`src/rtl/uart_operand_link.sv`:
```
// uart_operand_link: 8N1 UART link that receives an operand pair (a, b) and transmits a result byte.
module uart_operand_link #(
  parameter int CLKS_PER_BIT = 5208,
  parameter int HALF_BIT     = CLKS_PER_BIT / 2
) (
  input  logic       clk,
  input  logic       reset,
  input  logic       din,
  output logic       dout,
  output logic [7:0] a,
  output logic [7:0] b,
  output logic       ready,
  input  logic [7:0] result,
  input  logic       tx_en,
  output logic       tx_busy,
  output logic       rx_frame_err
);
  localparam int CW = $clog2(CLKS_PER_BIT) + 1;
  localparam logic [CW-1:0] BIT_END  = CW'(CLKS_PER_BIT - 1);
  localparam logic [CW-1:0] HALF_END = CW'(HALF_BIT - 1);
  localparam logic [1:0] R_IDLE = 2'd0, R_START = 2'd1, R_DATA = 2'd2, R_STOP = 2'd3;
  localparam logic [1:0] T_IDLE = 2'd0, T_START = 2'd1, T_DATA = 2'd2, T_STOP = 2'd3;
  logic          din_m, din_s, ptr, tx_en_d, tx_edge;
  logic [1:0]    rx_state, tx_state;
  logic [CW-1:0] rx_cnt, tx_cnt;
  logic [2:0]    rx_bit, tx_bit;
  logic [7:0]    rx_sh, tx_sh;
  assign tx_edge = tx_en & ~tx_en_d;
  // Accept is assigned after the tx_en acknowledge so it wins when both land together.
  always_ff @(posedge clk or posedge reset)
    if (reset) begin
      {din_m, din_s} <= 2'b11;
      rx_state       <= R_IDLE;
      rx_cnt         <= '0;
      rx_bit         <= '0;
      rx_sh          <= '0;
      a              <= '0;
      b              <= '0;
      ready          <= 1'b0;
      ptr            <= 1'b0;
      rx_frame_err   <= 1'b0;
    end else begin
      din_m        <= din;
      din_s        <= din_m;
      rx_frame_err <= 1'b0;
      rx_cnt       <= rx_cnt + 1'b1;
      if (tx_edge) ready <= 1'b0;
      case (rx_state)
        R_IDLE: begin
          rx_cnt <= '0;
          rx_bit <= '0;
          if (!din_s) rx_state <= R_START;
        end
        R_START: if (rx_cnt == HALF_END) begin
          rx_cnt   <= '0;
          rx_state <= din_s ? R_IDLE : R_DATA;
        end
        R_DATA: if (rx_cnt == BIT_END) begin
          rx_cnt <= '0;
          rx_sh  <= {din_s, rx_sh[7:1]};
          rx_bit <= rx_bit + 1'b1;
          if (rx_bit == 3'd7) rx_state <= R_STOP;
        end
        default: if (rx_cnt == BIT_END) begin
          rx_state <= R_IDLE;
          if (!din_s) rx_frame_err <= 1'b1;
          else if (ptr) begin
            b     <= rx_sh;
            ready <= 1'b1;
            ptr   <= 1'b0;
          end else begin
            a     <= rx_sh;
            ready <= 1'b0;
            ptr   <= 1'b1;
          end
        end
      endcase
    end
  always_ff @(posedge clk or posedge reset)
    if (reset) begin
      tx_state <= T_IDLE;
      tx_cnt   <= '0;
      tx_bit   <= '0;
      tx_sh    <= '0;
      tx_en_d  <= 1'b0;
      tx_busy  <= 1'b0;
      dout     <= 1'b1;
    end else begin
      tx_en_d <= tx_en;
      tx_cnt  <= tx_cnt + 1'b1;
      case (tx_state)
        T_IDLE: begin
          tx_cnt <= '0;
          if (tx_edge) begin
            tx_sh    <= result;
            tx_busy  <= 1'b1;
            dout     <= 1'b0;
            tx_state <= T_START;
          end
        end
        T_START: if (tx_cnt == BIT_END) begin
          tx_cnt   <= '0;
          tx_bit   <= '0;
          dout     <= tx_sh[0];
          tx_sh    <= tx_sh >> 1;
          tx_state <= T_DATA;
        end
        T_DATA: if (tx_cnt == BIT_END) begin
          tx_cnt <= '0;
          tx_bit <= tx_bit + 1'b1;
          dout   <= (tx_bit == 3'd7) ? 1'b1 : tx_sh[0];
          tx_sh  <= tx_sh >> 1;
          if (tx_bit == 3'd7) tx_state <= T_STOP;
        end
        default: if (tx_cnt == BIT_END) begin
          tx_busy  <= 1'b0;
          tx_state <= T_IDLE;
        end
      endcase
    end
endmodule

```
`config.mk`:
```
export PLATFORM = sky130hd
export DESIGN_NAME = uart_operand_link
export DESIGN_NICKNAME = d
export VERILOG_FILES = /design/src/rtl/uart_operand_link.sv
export SDC_FILE = /design/constraint.sdc
export NUM_CORES = 1
export LEC_CHECK = 0
export ABC_AREA = 1
export CAP_MARGIN = 30
export CORE_UTILIZATION = 35
export CTS_CLUSTER_DIAMETER = 200
export CTS_CLUSTER_SIZE = 24
export DETAILED_ROUTE_END_ITERATION = 8
export GPL_TIMING_DRIVEN = 0
export SYNTH_ARGS = -nofsm -noshare
export SYNTH_HDL_FRONTEND = slang
export SYNTH_SLANG_ARGS = --single-unit
```
`constraint.sdc`:
```
create_clock -name clk -period 3.2 [get_ports clk]
set_input_delay 0.64 -clock clk [delete_from_list [all_inputs] [get_ports clk]]
set_output_delay 0.64 -clock clk [all_outputs]
set_load 0.05 [all_outputs]
```
==> results of run 1 <==
-- power by group --
| group | internal [W] | leakage (nW) | switching (W) |
|---|---|---|---|
| combinational | 0.000249 | 1.08 | 0.000435 |
| sequential | 0.00108 | 1.04 | 0.0000548 |
| clock | 0.000280 | 0.0860 | 0.000365 |
-- sequential cells by signal, summed over array words and instances (netlist names) --
name / cells
rx_cnt: 14
din_s: 1
dout: 1
rx_state: 2
a: 8
tx_busy: 1
tx_sh: 8
rx_sh: 8
tx_state: 2
b: 8
rx_frame_err: 1
tx_cnt: 14
din_m: 1
rx_bit: 3
tx_bit: 3
ready: 1
ptr: 1
tx_en_d: 1
-- cell families after synthesis --
group | synth area share
and+or+nand+nor | 0.267
DFF | 0.505
buffers and inverters | 0.0785
AOI/OAI and AO/OA | 0.0766
xor gates and xnor gates | 0.0226
adders and majority gates | 0.0323
muxes | 0.0181
-- worst register-to-register path: stages (launching register included) --
cell	delay, ps
dfrtp_1	410
inv_1	90
ha_1	310
buf_2	230
a21oi_1	480
nor2_1	100
nand2_1	90
inv_1	50
-- final cells by class --
class / count / share of cell area
flip-flops and latches: 78 / 0.429
clock inverters: 6 / 0.00879
well taps: 140 / 0.0384
clock buffers: 10 / 0.0280
plain buffers: 8 / 0.0157
inverters: 62 / 0.0516
repair buffers: 32 / 0.0741
multi-input cells: 321 / 0.354
-- path summary, 6_finish.rpt --
path | startpoint | endpoint | slack, ps | cells after the start
setup / recovery | dout | dout | 880 | 1
hold / removal | din_m | din_s | 370 | 0
setup reg to reg | tx_state[1] | tx_cnt[8] | 1330 | 7
hold reg to reg | din_m | din_s | 370 | 0
max in group asynchronous | reset | dout | 2030 | 3
min in group asynchronous | reset | rx_cnt[3] | 560 | 2
-- synthesized netlist by cell type --
cell type and number:
o22ai_1 1, nand2_4 1, nor3_1 3, nand3_1 34, a31oi_1 1, nor2_1 61
inv_2 2, nand3_4 2, nand2_2 2, o21ai_1 4, buf_6 5, mux2i_1 7
xnor2_1 2, nor2_2 3, ha_1 10, o21a_1 1, o21ai_2 1, o21bai_1 1
buf_2 3, o21ai_0 31, nor3_2 1, inv_1 60, xor2_1 8, nor4_1 1
a21oi_1 17, and2_1 1, nand2_1 112, dfrtp_1 75, dfstp_2 3, or2_2 4
nand4_1 12
-- layer usage --
layer | up-vias | global-route usage | part of all wire
met1 | 1428 | 0.189 | 0.48
met3 | 11 | 0.0322 | 0.034
met4 | 0 | 0.0753 | 0.020
met2 | 47 | 0.239 | 0.47
met5 | - | 0 | 0
li1 | 1584 | - | -
-- metrics by stage --
| stage | hold WS [ps] | instances |
|---|---|---|
| after CTS | 371 | 657 |
| after global placement | 346 | 640 |
| after floorplan | 345 | 469 |
| after detailed placement | 349 | 641 |
| final | 367 | 657 |
| after global routing | 377 | 657 |
==> out/qor.csv, run 1 <==
stage,metric,value,unit
sta,maxSlewHeadroom,0.650,
run_status,status,finished clean,
critical_path,crit_path_start_kind,flip-flop,
detailed_routing,num_vias,3070,
finish,diodes,0,
detailed_routing,dr.pass1.iters,5,
detailed_routing,drcViolationCount,0,
sta,setup_viol,0,
finish,most-common-layout-cells,"nand2_1, dfrtp_1, nor2_1, inv_1, nand3_1",
floorplan,row_count,38,
power_and_ir_drop,p_total,0.00247,W
clock_tree,clock_latency,360,ps
clock_tree,cts_buffers,9,
floorplan,start_util,0.359,
sta,tightest_slew,524,ps
power_and_ir_drop,ir_worst_vdd,337,uV
critical_path,slowest_delay,790,ps
detailed_routing,drt_iter0_drc,155,
placement,portBuffers,31,
yosys,synth_top_area_share,0.484,
critical_path,crit_fanout,2,
sta,drv_slew,0,
clock_tree,cts_tree,yes,
clock_tree,holdBufCountCts,0,
floorplan,pin_count,32,
clock_tree,cts.clk_slew.worst_paths,80,ps
finish,fill_cells,1073,
sta,final_hold_viol_count,0,
critical_path,cp.arrival,1680,ps
detailed_routing,antenna_left,0,
sta,max_freq,431,MHz
detailed_routing,drt_wl_total,7700,um
placement,place_congestion,0.896,
critical_path,crit_chain,clkdlybuf4s50_1,
clock_tree,clk_path_buf_depth,2,
critical_path,cp-end-kind,output pin,
critical_path,crit_type,flip-flop to output pin,
yosys,synth_top_area_cell,dfrtp_1,
yosys,yosys_register_bits,78,
critical_path,cpLargestDelayFamily,buffers and inverters,
finish,fin_area,4560,um2
finish,layout_commonest_cell,nand2_1,
yosys,synth_cells,469,
yosys,syn_area,3870,um2
global_route,grt.overflow.total,0,
sta,setup_slack,880,ps
finish,multi_input_area,1610,um2
detailed_routing,drt-wirelength-per-cell,11.7,um
clock_tree,cts-root-buf,clkbuf_8,
yosys,synth_cell_types,31,
placement,place_area,4390,um2
clock_tree,cts_resized,0,
placement,pre_cts_ws,1210,ps
global_route,grt_pass1_vias,2992,
critical_path,crit_buf_inv,1,
finish,drive_gt1_frac,0.0851,
finish,nNetsFinal,534,
floorplan,die_h,107,um
global_route,grt_pass1_wl,13300,um
detailed_routing,vias_per_cell,4.67,
clock_tree,htreeDepth,3,
yosys,synth.area.top_cells,"dfrtp_1, nand2_1, nor2_1",
yosys,ys.warnings.count,0,
floorplan,die_width,107,um
clock_tree,cts_setup_buffers,0,
flow_run,maxCapViolations,0,
critical_path,worst_ep_required_time,2560,ps
finish,syn2layout_area_growth,17.6,%
sta,rsz0062_at_grt,false,
floorplan,dieArea,11500,um2
yosys,syn_nets,491,
yosys,synth.avg_cell_area,8.26,um2
finish,fin_util,0.422,
global_route,grtUsageTotal,0.149,
sta,finClkSkew,11.9,ps
hold_path,min_path_type,flip-flop to flip-flop,
floorplan,coreArea,10800,um2
sta,finalSetupTns,0,ps
sta,finalCriticalPeriod,2320,ps
critical_path,worst_path_max_delay_cell,clkdlybuf4s50_1,
placement,hpwl,5560,um
sta,finalCritPeriodShare,0.725,
power_and_ir_drop,powerDensity,541,nW/um2
clock_tree,clock_sinks,78,
global_route,antenna_found_initial,0,
yosys,seq_area_frac_synth,0.505,
global_route,grt_max_degree,63,
power_and_ir_drop,p_leak,2.22,nW
finish,ff_latch_area,1960,um2
Power figures use the tool's default switching activity.
==> run 2, diff against run 1 <==
==> constraint.sdc (replaced) <==
create_clock -name clk -period 2.12 [get_ports clk]
set_input_delay 0.424 -clock clk [delete_from_list [all_inputs] [get_ports clk]]
set_output_delay 0.424 -clock clk [all_outputs]
set_load 0.05 [all_outputs]
==> run 2 against run 1 <==
Cell area is 0.36% higher. Global-route usage is 0.22 points lower. Core utilization is 0.15 points higher. Highest routed layer unchanged. Clock power is 67% higher. Setup slack worse by 710 ps. Critical endpoint is now b[3]. Register-to-register slack worse by 1000 ps. Wire length is 0.25% higher. Final cell count stayed put. Count of clock-buffer cells in the layout is 1 higher. Via count is 0.13% higher. First-iteration DRC count is 0.65% lower.
==> out/qor.csv, run 2 (synthesized netlist as in run 1, its figures left out) <==
stage,metric,value,unit
sta,rsz0062_at_grt,false,
floorplan,start_util,0.359,
detailed_routing,dr.pass1.iters,5,
sta,finalCriticalPeriod,1950,ps
clock_tree,clk_path_buf_depth,2,
detailed_routing,drt_wl_total,7720,um
finish,nNetsFinal,534,
sta,final_hold_viol_count,0,
sta,drv_slew,0,
detailed_routing,drcViolationCount,0,
global_route,grt_pass1_wl,13300,um
sta,max_freq,512,MHz
finish,top_regs,"rx_cnt: 14 flops, tx_cnt: 14 flops",
sta,tightest_slew,801,ps
power_and_ir_drop,ir_worst_vdd,620,uV
clock_tree,clock_latency,340,ps
power_and_ir_drop,powerDensity,836,nW/um2
sta,finClkSkew,14.7,ps
finish,diodes,0,
critical_path,worst_ep_required_time,1700,ps
sta,finalCritPeriodShare,0.922,
global_route,grt.overflow.total,0,
floorplan,dieArea,11500,um2
critical_path,crit_path_start_kind,flip-flop,
critical_path,crit_fanout,2,
detailed_routing,vias_per_cell,4.68,
global_route,grt_pass1_vias,3005,
critical_path,slowest_delay,820,ps
global_route,antenna_found_initial,0,
sta,maxSlewHeadroom,0.465,
global_route,grt_max_degree,44,
detailed_routing,num_vias,3074,
critical_path,crit_chain,clkdlybuf4s50_1,
detailed_routing,antenna_left,0,
critical_path,crit_buf_inv,1,
finish,drive_gt1_frac,0.0832,
sta,finalSetupTns,0,ps
critical_path,cp-end-kind,output pin,
detailed_routing,drt_iter0_drc,154,
placement,portBuffers,31,
global_route,grtUsageTotal,0.147,
critical_path,worst_path_max_delay_cell,clkdlybuf4s50_1,
finish,fin_util,0.424,
clock_tree,clock_sinks,78,
finish,layout_commonest_cell,nand2_1,
clock_tree,cts_tree,yes,
detailed_routing,drt-wirelength-per-cell,11.7,um
placement,pre_cts_ws,299,ps
flow_run,maxCapViolations,0,
critical_path,crit_type,flip-flop to output pin,
clock_tree,cts-root-buf,clkbuf_8,
clock_tree,htreeDepth,3,
finish,syn2layout_area_growth,18.1,%
placement,hpwl,5560,um
sta,setup_slack,166,ps
power_and_ir_drop,p_leak,2.22,nW
floorplan,die_h,107,um
floorplan,die_width,107,um
critical_path,cp.arrival,1530,ps
finish,final-instance-count-excl-fill,657,
finish,most-common-layout-cells,"nand2_1, dfrtp_1, nor2_1, inv_1, nand3_1",
floorplan,pin_count,32,
clock_tree,cts.clk_slew.worst_paths,80,ps
placement,place_congestion,0.893,
floorplan,coreArea,10800,um2
clock_tree,cts_buffers,9,
sta,setup_viol,0,
critical_path,cpLargestDelayFamily,buffers and inverters,
hold_path,min_path_type,flip-flop to flip-flop,
clock_tree,cts_setup_buffers,0,
floorplan,row_count,38,
placement,dp.cells,641,
run_status,status,finished clean,
## run 2: routing by layer
metal | vias up | track usage | part of all wire
met1 | 1429 | 0.188 | 0.48
met5 | - | 0 | 0
met4 | 0 | 0.0685 | 0.012
met2 | 56 | 0.238 | 0.47
met3 | 8 | 0.0292 | 0.029
li1 | 1581 | - | -
## run 2: area by class of cell
cell class                      instances  area [um2]
Buffer                                  8        71.3
Clock buffer                           11         131
Clock inverter                          5        60.1
Fill cell                            1053        6220
Inverter                               62         236
Multi-Input combinational cell        321        1610
Sequential cell                        78        1960
Tap cell                              140         175
Timing Repair Buffer                   32         329
## run 2: final timing paths
check                            startpoint      endpoint  slack (ps)  cells past startpoint
worst max-delay path                   b[3]          b[3]         170                      1
worst min-delay path                  din_m         din_s         360                      0
worst max register to register  tx_state[0]     tx_cnt[8]         290                      7
worst min register to register        din_m         din_s         360                      0
max in group asynchronous             reset          b[6]         890                      3
min in group asynchronous             reset  rx_frame_err         570                      2
## run 2: power by group
part | switching, W | internal [W]
sequential | 0.0000832 | 0.00163
clock | 0.000531 | 0.000547
combinational | 0.000658 | 0.000368
total | 0.00127 | 0.00255
## run 2: metrics by stage
stage | hold WS [ps] | power, W | instance area [um2]
finish | 358 | 0.00382 | 4570
detailed placement | 349 | 0.00279 | 4380
CTS | 359 | 0.00389 | 4570
global placement | 346 | 0.00275 | 4360
global route | 366 | 0.00412 | 4570
floorplan | 345 | 0.00252 | 3880
## run 2: timing repair
action / CTS / global route
resized for setup: 1 / 0
setup endpoints to repair: 1 / 0
hold buffers: 0 / 0
